[config.mk]
export PLATFORM = sky130hd
export DESIGN_NAME = coin_scoreboard
export DESIGN_NICKNAME = d
export VERILOG_FILES = /design/src/rtl/game_pkg.sv /design/src/rtl/seg7_decoder.sv /design/src/rtl/coin_scoreboard.sv
export SDC_FILE = /design/constraint.sdc
export NUM_CORES = 1
export LEC_CHECK = 0
export CAP_MARGIN = 20
export CORE_UTILIZATION = 59
export CTS_CLUSTER_SIZE = 12
export DETAILED_ROUTE_END_ITERATION = 7
export PLACE_DENSITY_LB_ADDON = 0.1
export SLEW_MARGIN = 20
export SYNTH_ARGS = -nofsm -noshare
export SYNTH_HDL_FRONTEND = slang
export SYNTH_SLANG_ARGS = --single-unit
[constraint.sdc]
create_clock -name vga_clock -period 6 [get_ports vga_clock]
set_clock_uncertainty 0.15 [all_clocks]
set_input_delay 1.2 -clock vga_clock [delete_from_list [all_inputs] [get_ports vga_clock]]
set_output_delay 1.2 -clock vga_clock [all_outputs]
set_load 0.05 [all_outputs]
[src/rtl/game_pkg.sv]
// Shared types and constants for the coin scoreboard and level logic.
// Holds the FSM state enum, tile codes and 7-segment constants.
package game_pkg;

    typedef enum logic [1:0] {
        S_IDLE    = 2'd0,
        S_PLAY    = 2'd1,
        S_WON     = 2'd2,
        S_TIMEOUT = 2'd3
    } state_t;

    localparam logic [2:0] BDR = 3'd0;
    localparam logic [2:0] SKY = 3'd1;
    localparam logic [2:0] BLK = 3'd2;
    localparam logic [2:0] GND = 3'd3;
    localparam logic [2:0] TKN = 3'd4;

    localparam logic [6:0] SEG_BLANK = 7'h7F;

endpackage

[src/rtl/seg7_decoder.sv]
// BCD digit to active-low 7-segment pattern (bit0=a .. bit6=g).
// Codes above 9 show a blank digit.
module seg7_decoder
    import game_pkg::*;
(
    input  logic [3:0] i_bcd,
    output logic [6:0] o_seg
);

    // Pure lookup; the caller registers the result
    always_comb begin
        o_seg = SEG_BLANK;
        unique case (i_bcd)
            4'd0:    o_seg = 7'h40;
            4'd1:    o_seg = 7'h79;
            4'd2:    o_seg = 7'h24;
            4'd3:    o_seg = 7'h30;
            4'd4:    o_seg = 7'h19;
            4'd5:    o_seg = 7'h12;
            4'd6:    o_seg = 7'h02;
            4'd7:    o_seg = 7'h78;
            4'd8:    o_seg = 7'h00;
            4'd9:    o_seg = 7'h10;
            default: o_seg = SEG_BLANK;
        endcase
    end

endmodule

[src/rtl/coin_scoreboard.sv]
// Level scoreboard: sticky coin collection, BCD countdown timer,
// IDLE/PLAYING/WON/TIMEOUT control and registered display outputs.
module coin_scoreboard
    import game_pkg::*;
#(
    parameter int NUM_COINS  = 3,
    parameter int TIME_LIMIT = 99,
    parameter int CLK_HZ     = 25_000_000
) (
    input  logic                 vga_clock,
    input  logic                 reset,
    input  logic [NUM_COINS-1:0] touch,
    input  logic                 start,
    input  logic                 restart,
    output logic [NUM_COINS-1:0] collected,
    output logic [3:0]           coin_count,
    output logic                 playing,
    output logic                 level_complete,
    output logic                 time_up,
    output logic [6:0]           hex0,
    output logic [6:0]           hex1,
    output logic [6:0]           hex2,
    output logic [9:0]           leds
);

    localparam int PW = $clog2(CLK_HZ + 1);
    localparam logic [PW-1:0] PRE_MAX = PW'(CLK_HZ - 1);
    localparam logic [3:0] TL_ONES = 4'(TIME_LIMIT % 10);
    localparam logic [3:0] TL_TENS = 4'(TIME_LIMIT / 10);
    localparam logic [NUM_COINS-1:0] ALL_COINS = '1;

    state_t               r_state;
    state_t               w_next;
    logic [NUM_COINS-1:0] r_collected;
    logic [NUM_COINS-1:0] r_touch_q;
    logic [NUM_COINS-1:0] w_edge;
    logic [PW-1:0]        r_presc;
    logic                 w_tick;
    logic                 w_last_sec;
    logic                 w_clear;
    logic [3:0]           r_ones;
    logic [3:0]           r_tens;
    logic [3:0]           r_count;
    logic [3:0]           w_ones_nxt;
    logic [3:0]           w_tens_nxt;
    logic [3:0]           w_cnt_nxt;
    logic [3:0]           w_pop;
    logic                 r_playing;
    logic                 r_won;
    logic                 r_tup;
    logic [6:0]           r_hex0;
    logic [6:0]           r_hex1;
    logic [6:0]           r_hex2;
    logic [6:0]           w_seg0;
    logic [6:0]           w_seg1;
    logic [6:0]           w_seg2;
    logic [9:0]           w_leds;

    // Rising touches on coins not yet taken, only while playing
    always_comb begin
        w_edge     = '0;
        w_tick     = 1'b0;
        w_last_sec = (r_tens == 4'd0) && (r_ones == 4'd1);
        w_clear    = ((r_state == S_WON) || (r_state == S_TIMEOUT)) && restart;
        if (r_state == S_PLAY) begin
            w_edge = touch & ~r_touch_q & ~r_collected;
            w_tick = (r_presc == PRE_MAX);
        end
    end

    // Next state; a last coin beats a simultaneous final tick
    always_comb begin
        w_next = r_state;
        unique case (r_state)
            S_IDLE: begin
                if (start) w_next = S_PLAY;
            end
            S_PLAY: begin
                if ((r_collected | w_edge) == ALL_COINS) w_next = S_WON;
                else if (w_tick && w_last_sec) w_next = S_TIMEOUT;
            end
            S_WON, S_TIMEOUT: begin
                if (restart) w_next = S_IDLE;
            end
            default: w_next = S_IDLE;
        endcase
    end

    // Next timer digits and coin count, with reset folded in
    always_comb begin
        w_ones_nxt = r_ones;
        w_tens_nxt = r_tens;
        w_pop      = 4'd0;
        for (int i = 0; i < NUM_COINS; i++) begin
            w_pop = w_pop + 4'(r_collected[i]);
        end
        w_cnt_nxt = w_pop;
        if (!reset || w_clear) begin
            w_cnt_nxt = 4'd0;
        end
        if (!reset || w_clear || (r_state == S_IDLE)) begin
            w_ones_nxt = TL_ONES;
            w_tens_nxt = TL_TENS;
        end else if (w_tick) begin
            if (r_ones != 4'd0) begin
                w_ones_nxt = r_ones - 4'd1;
            end else if (r_tens != 4'd0) begin
                w_ones_nxt = 4'd9;
                w_tens_nxt = r_tens - 4'd1;
            end
        end
    end

    seg7_decoder u_seg_ones (.i_bcd(w_ones_nxt), .o_seg(w_seg0));
    seg7_decoder u_seg_tens (.i_bcd(w_tens_nxt), .o_seg(w_seg1));
    seg7_decoder u_seg_cnt  (.i_bcd(w_cnt_nxt),  .o_seg(w_seg2));

    // Control state, coin mask, touch history and prescaler
    always_ff @(posedge vga_clock) begin
        if (!reset) begin
            r_state     <= S_IDLE;
            r_collected <= '0;
            r_touch_q   <= '0;
            r_presc     <= '0;
            r_playing   <= 1'b0;
            r_won       <= 1'b0;
            r_tup       <= 1'b0;
        end else begin
            r_state   <= w_next;
            r_playing <= (w_next == S_PLAY);
            r_won     <= (w_next == S_WON);
            r_tup     <= (w_next == S_TIMEOUT);
            if (r_state == S_PLAY) begin
                r_touch_q   <= touch;
                r_collected <= r_collected | w_edge;
                r_presc     <= w_tick ? '0 : r_presc + 1'b1;
            end else if (w_clear) begin
                r_touch_q   <= '0;
                r_collected <= '0;
                r_presc     <= '0;
            end
        end
    end

    // Digits, count and segment patterns; next values already honour reset
    always_ff @(posedge vga_clock) begin
        r_ones  <= w_ones_nxt;
        r_tens  <= w_tens_nxt;
        r_count <= w_cnt_nxt;
        r_hex0  <= w_seg0;
        r_hex1  <= w_seg1;
        r_hex2  <= w_seg2;
    end

    // LED map; with nine coins the time_up lamp takes bit 8
    always_comb begin
        w_leds                  = '0;
        w_leds[NUM_COINS-1:0]   = r_collected;
        w_leds[8]               = r_tup;
        w_leds[9]               = r_won;
    end

    assign collected      = r_collected;
    assign coin_count     = r_count;
    assign playing        = r_playing;
    assign level_complete = r_won;
    assign time_up        = r_tup;
    assign hex0           = r_hex0;
    assign hex1           = r_hex1;
    assign hex2           = r_hex2;
    assign leds           = w_leds;

endmodule

==> results.toml <==
[hold_path]
min_path_cells = 2
min_from = "r_presc[5]$_SDFFE_PN0P_"
hold_class = "flip-flop to flip-flop"
min_to = "r_presc[5]$_SDFFE_PN0P_"

[layout]
area_growth_pct = 15.86
fin_nets = 438
fill_cells = 445
layout-drive-gt1-share_pct = 7.876
n_antenna_cell = 0
utilization_pct = 70.64

[power]
p_leak_nw = 1.474
peakVddDrop_mv = 0.1492
seq_power_share_pct = 49.3
switchingPower_mw = 0.2302
comb_power_share_pct = 11.2
cell_internal_pwr_mw = 0.6591
finalPower_mw = 0.8893
power_density_mw_per_mm2 = 230.0
clockPowerShare_pct = 39.5
switching_share_pct = 25.88

[critical_path]
reg2reg_to = "hex1[2]$_DFF_P_"
r2r-start = "r_presc[0]$_SDFFE_PN0P_"
path_class = "flip-flop to flip-flop"
reg2reg_depth = 11
crit_path_start_kind = "flip-flop"
worstPathRequired_ns = 6.11
worstPathArrival_ns = 3.57
reg2reg_slack_ns = 2.54
critical_path.max_fanout = 9
endpoint_kind = "flip-flop"

[synth]
synth_area_sq_mm = 0.003337
ys_ff_latch = 64
yosysSeqAreaShare_pct = 38.40
yosys.area.top_type_share_pct = 38.40
synth_common_cells = "dfxtp_1, nand2_1, nor2_1, a21oi_1, inv_1"
ys_types = 63
synth_cells = 386
ys_top_cells_by_area = "dfxtp_1, ha_1, a21oi_1"
synth.most_common_cell = "dfxtp_1"
synth_edf_count = 0
async_reset_ff_share_pct = 0
post_synth.cell_area_avg_sq_um = 8.645
ys.flop_type = "dfxtp_1"
yosysTopAreaCell = "dfxtp_1"
yosysWarnings = 0

[clock_network]
clkTransAtPathRegs_ns = 0.07
post_cts_resized = 0
root_buffer = "clkbuf_8"
clk-insertion-delay-late_ns = 0.33
cts.sinks = 64
cts_tree = "yes"
cts_htree_levels = 3
post_cts_buffers = 0
clock_path_buffers = 2
cts_hold_buf = 0
cts_buffers = 9

[global_routing]
grt.total_usage_pct = 24.48
antenna_found_initial = 0
grt_pass1_vias = 2552
grt_max_degree = 28
grt_pass1_wl_microns = 11670
gr-total-overflow = 0

[timing]
max_freq_mhz = 289.1
finalMaxSlewViolations = 0
fin_crit_sh_pct = 57.66
worst_slew_pin_slew_ns = 0.9615
slew_headroom_pct = 35.90
finalSetupTns_ns = 0
setup_ws_ns = 2.541
layout_min_cycle_time_ns = 3.459
finalHoldViolCount = 0
finalSetupViolations = 0
rsz0062_at_grt = "false"

[flow_run]
cap_violations = 0

[routing]
drtAntennaViolNets = 0
drc = 0
routedWlPerCell_microns = 13.76
totalWireLength_microns = 6758
via_count = 2876
drtIter0Drc = 149
drtPass1Iterations = 4
drt-vias-per-instance = 5.857

[status]
status = "complete, no violations"

[die]
die_area_sq_mm = 0.005961
die_h_microns = 77.21
die_w_microns = 77.21
num_rows = 27
initial_core_util_pct = 60.97
design.core.area_sq_mm = 0.005473
io_pins = 48

[place]
gp_congestion = 0.8825
place_ws_ns = 2.308
port_buffers = 39
hpwl_microns = 4754
-- critical path, stage by stage (launching register included) --
cell     delay [ns]
dfxtp_1        0.40
ha_1           0.20
nand3_1        0.30
nor4_2         0.61
nand3_1        0.24
mux2i_1        0.42
nand2_1        0.19
inv_1          0.13
ha_1           0.17
inv_1          0.05
or3b_1         0.37
a21oi_1        0.15
-- power groups by stage --
stage	clock network (mW)	registers (mW)	logic [mW]
after global routing	0.380	0.440	0.106
after global placement	0	0.448	0.0983
after CTS	0.359	0.439	0.0993
after detailed placement	0	0.448	0.0990
after floorplan	0	0.463	0.0634
final	0.351	0.439	0.0992
-- metrics by stage --
| step | std cells | area (sq um) | hold slack [ns] |
|---|---|---|---|
| detailed placement | 476 | 3680 | 0.3335 |
| floorplan | 393 | 3363 | 0.3081 |
| global route | 491 | 3866 | 0.3792 |
| finish | 491 | 3866 | 0.3488 |
| CTS | 491 | 3866 | 0.3492 |
| global placement | 476 | 3680 | 0.3226 |
-- cell usage in the layout (no fill, tap or decap), types with 9 or more instances in the layout --
cell and count:
inv_1 20, nor3_1 9, dfxtp_1 64, nor2_1 32
a21oi_1 30, nand3_1 11, o21ai_0 13, ha_1 15
clkbuf_8 10, nand2_1 39, clkdlybuf4s50_1 39
-- cell families after synthesis --
kind of cell,Yosys count,synth area share (%)
xor gates and xnor gates,1,0.2625
buffers and inverters,51,7.724
AOI/OAI and AO/OA,96,19.24
and+or+nand+nor,145,24.07
DFF,64,38.40
muxes,12,3.974
other,1,0.1124
adders and majority gates,16,6.224
-- metal layers --
layer,vias up,wire [microns],GRT usage [%]
li1,1439,-,-
met1,1339,3225,32.99
met2,85,3114,37.61
met3,13,276,5.357
met4,0,142,10.19
met5,-,0,0
-- worst max-delay path by stage --
stage | depth (start not counted) | from | slack, ns | end
2_1_floorplan | 9 | reset | 2.86 | hex1[2]$_DFF_P_
3_3_place_gp | 8 | reset | 2.44 | hex1[2]$_DFF_P_
3_5_place_dp | 8 | reset | 2.31 | hex1[2]$_DFF_P_
4_1_cts | 11 | r_presc[0]$_SDFFE_PN0P_ | 2.59 | hex1[2]$_DFF_P_
5_1_grt | 11 | r_presc[0]$_SDFFE_PN0P_ | 2.30 | hex1[2]$_DFF_P_
6_report | 11 | r_presc[0]$_SDFFE_PN0P_ | 2.54 | hex1[2]$_DFF_P_
-- area by class of cell --
cell class              count  area, sq um  area share (%)
well taps                  72        90.09           2.330
clock inverters             4        45.04           1.165
multi-input cells         278         1824           47.18
clock buffers              11        141.4           3.657
inverters                  21        78.83           2.039
flip-flops and latches     64         1281           33.14
repair buffers             41        405.4           10.49
-- flip-flops by register name, summed over array words and instances (netlist names), 2 cells and up --
signal      cells
r_presc        25
r_tens          4
r_touch_q       3
coin_count      2
r_ones          4
hex1            7
hex0            7
collected       3
hex2            4
r_state         2
Note: power is estimated with default switching activity, not from simulation.
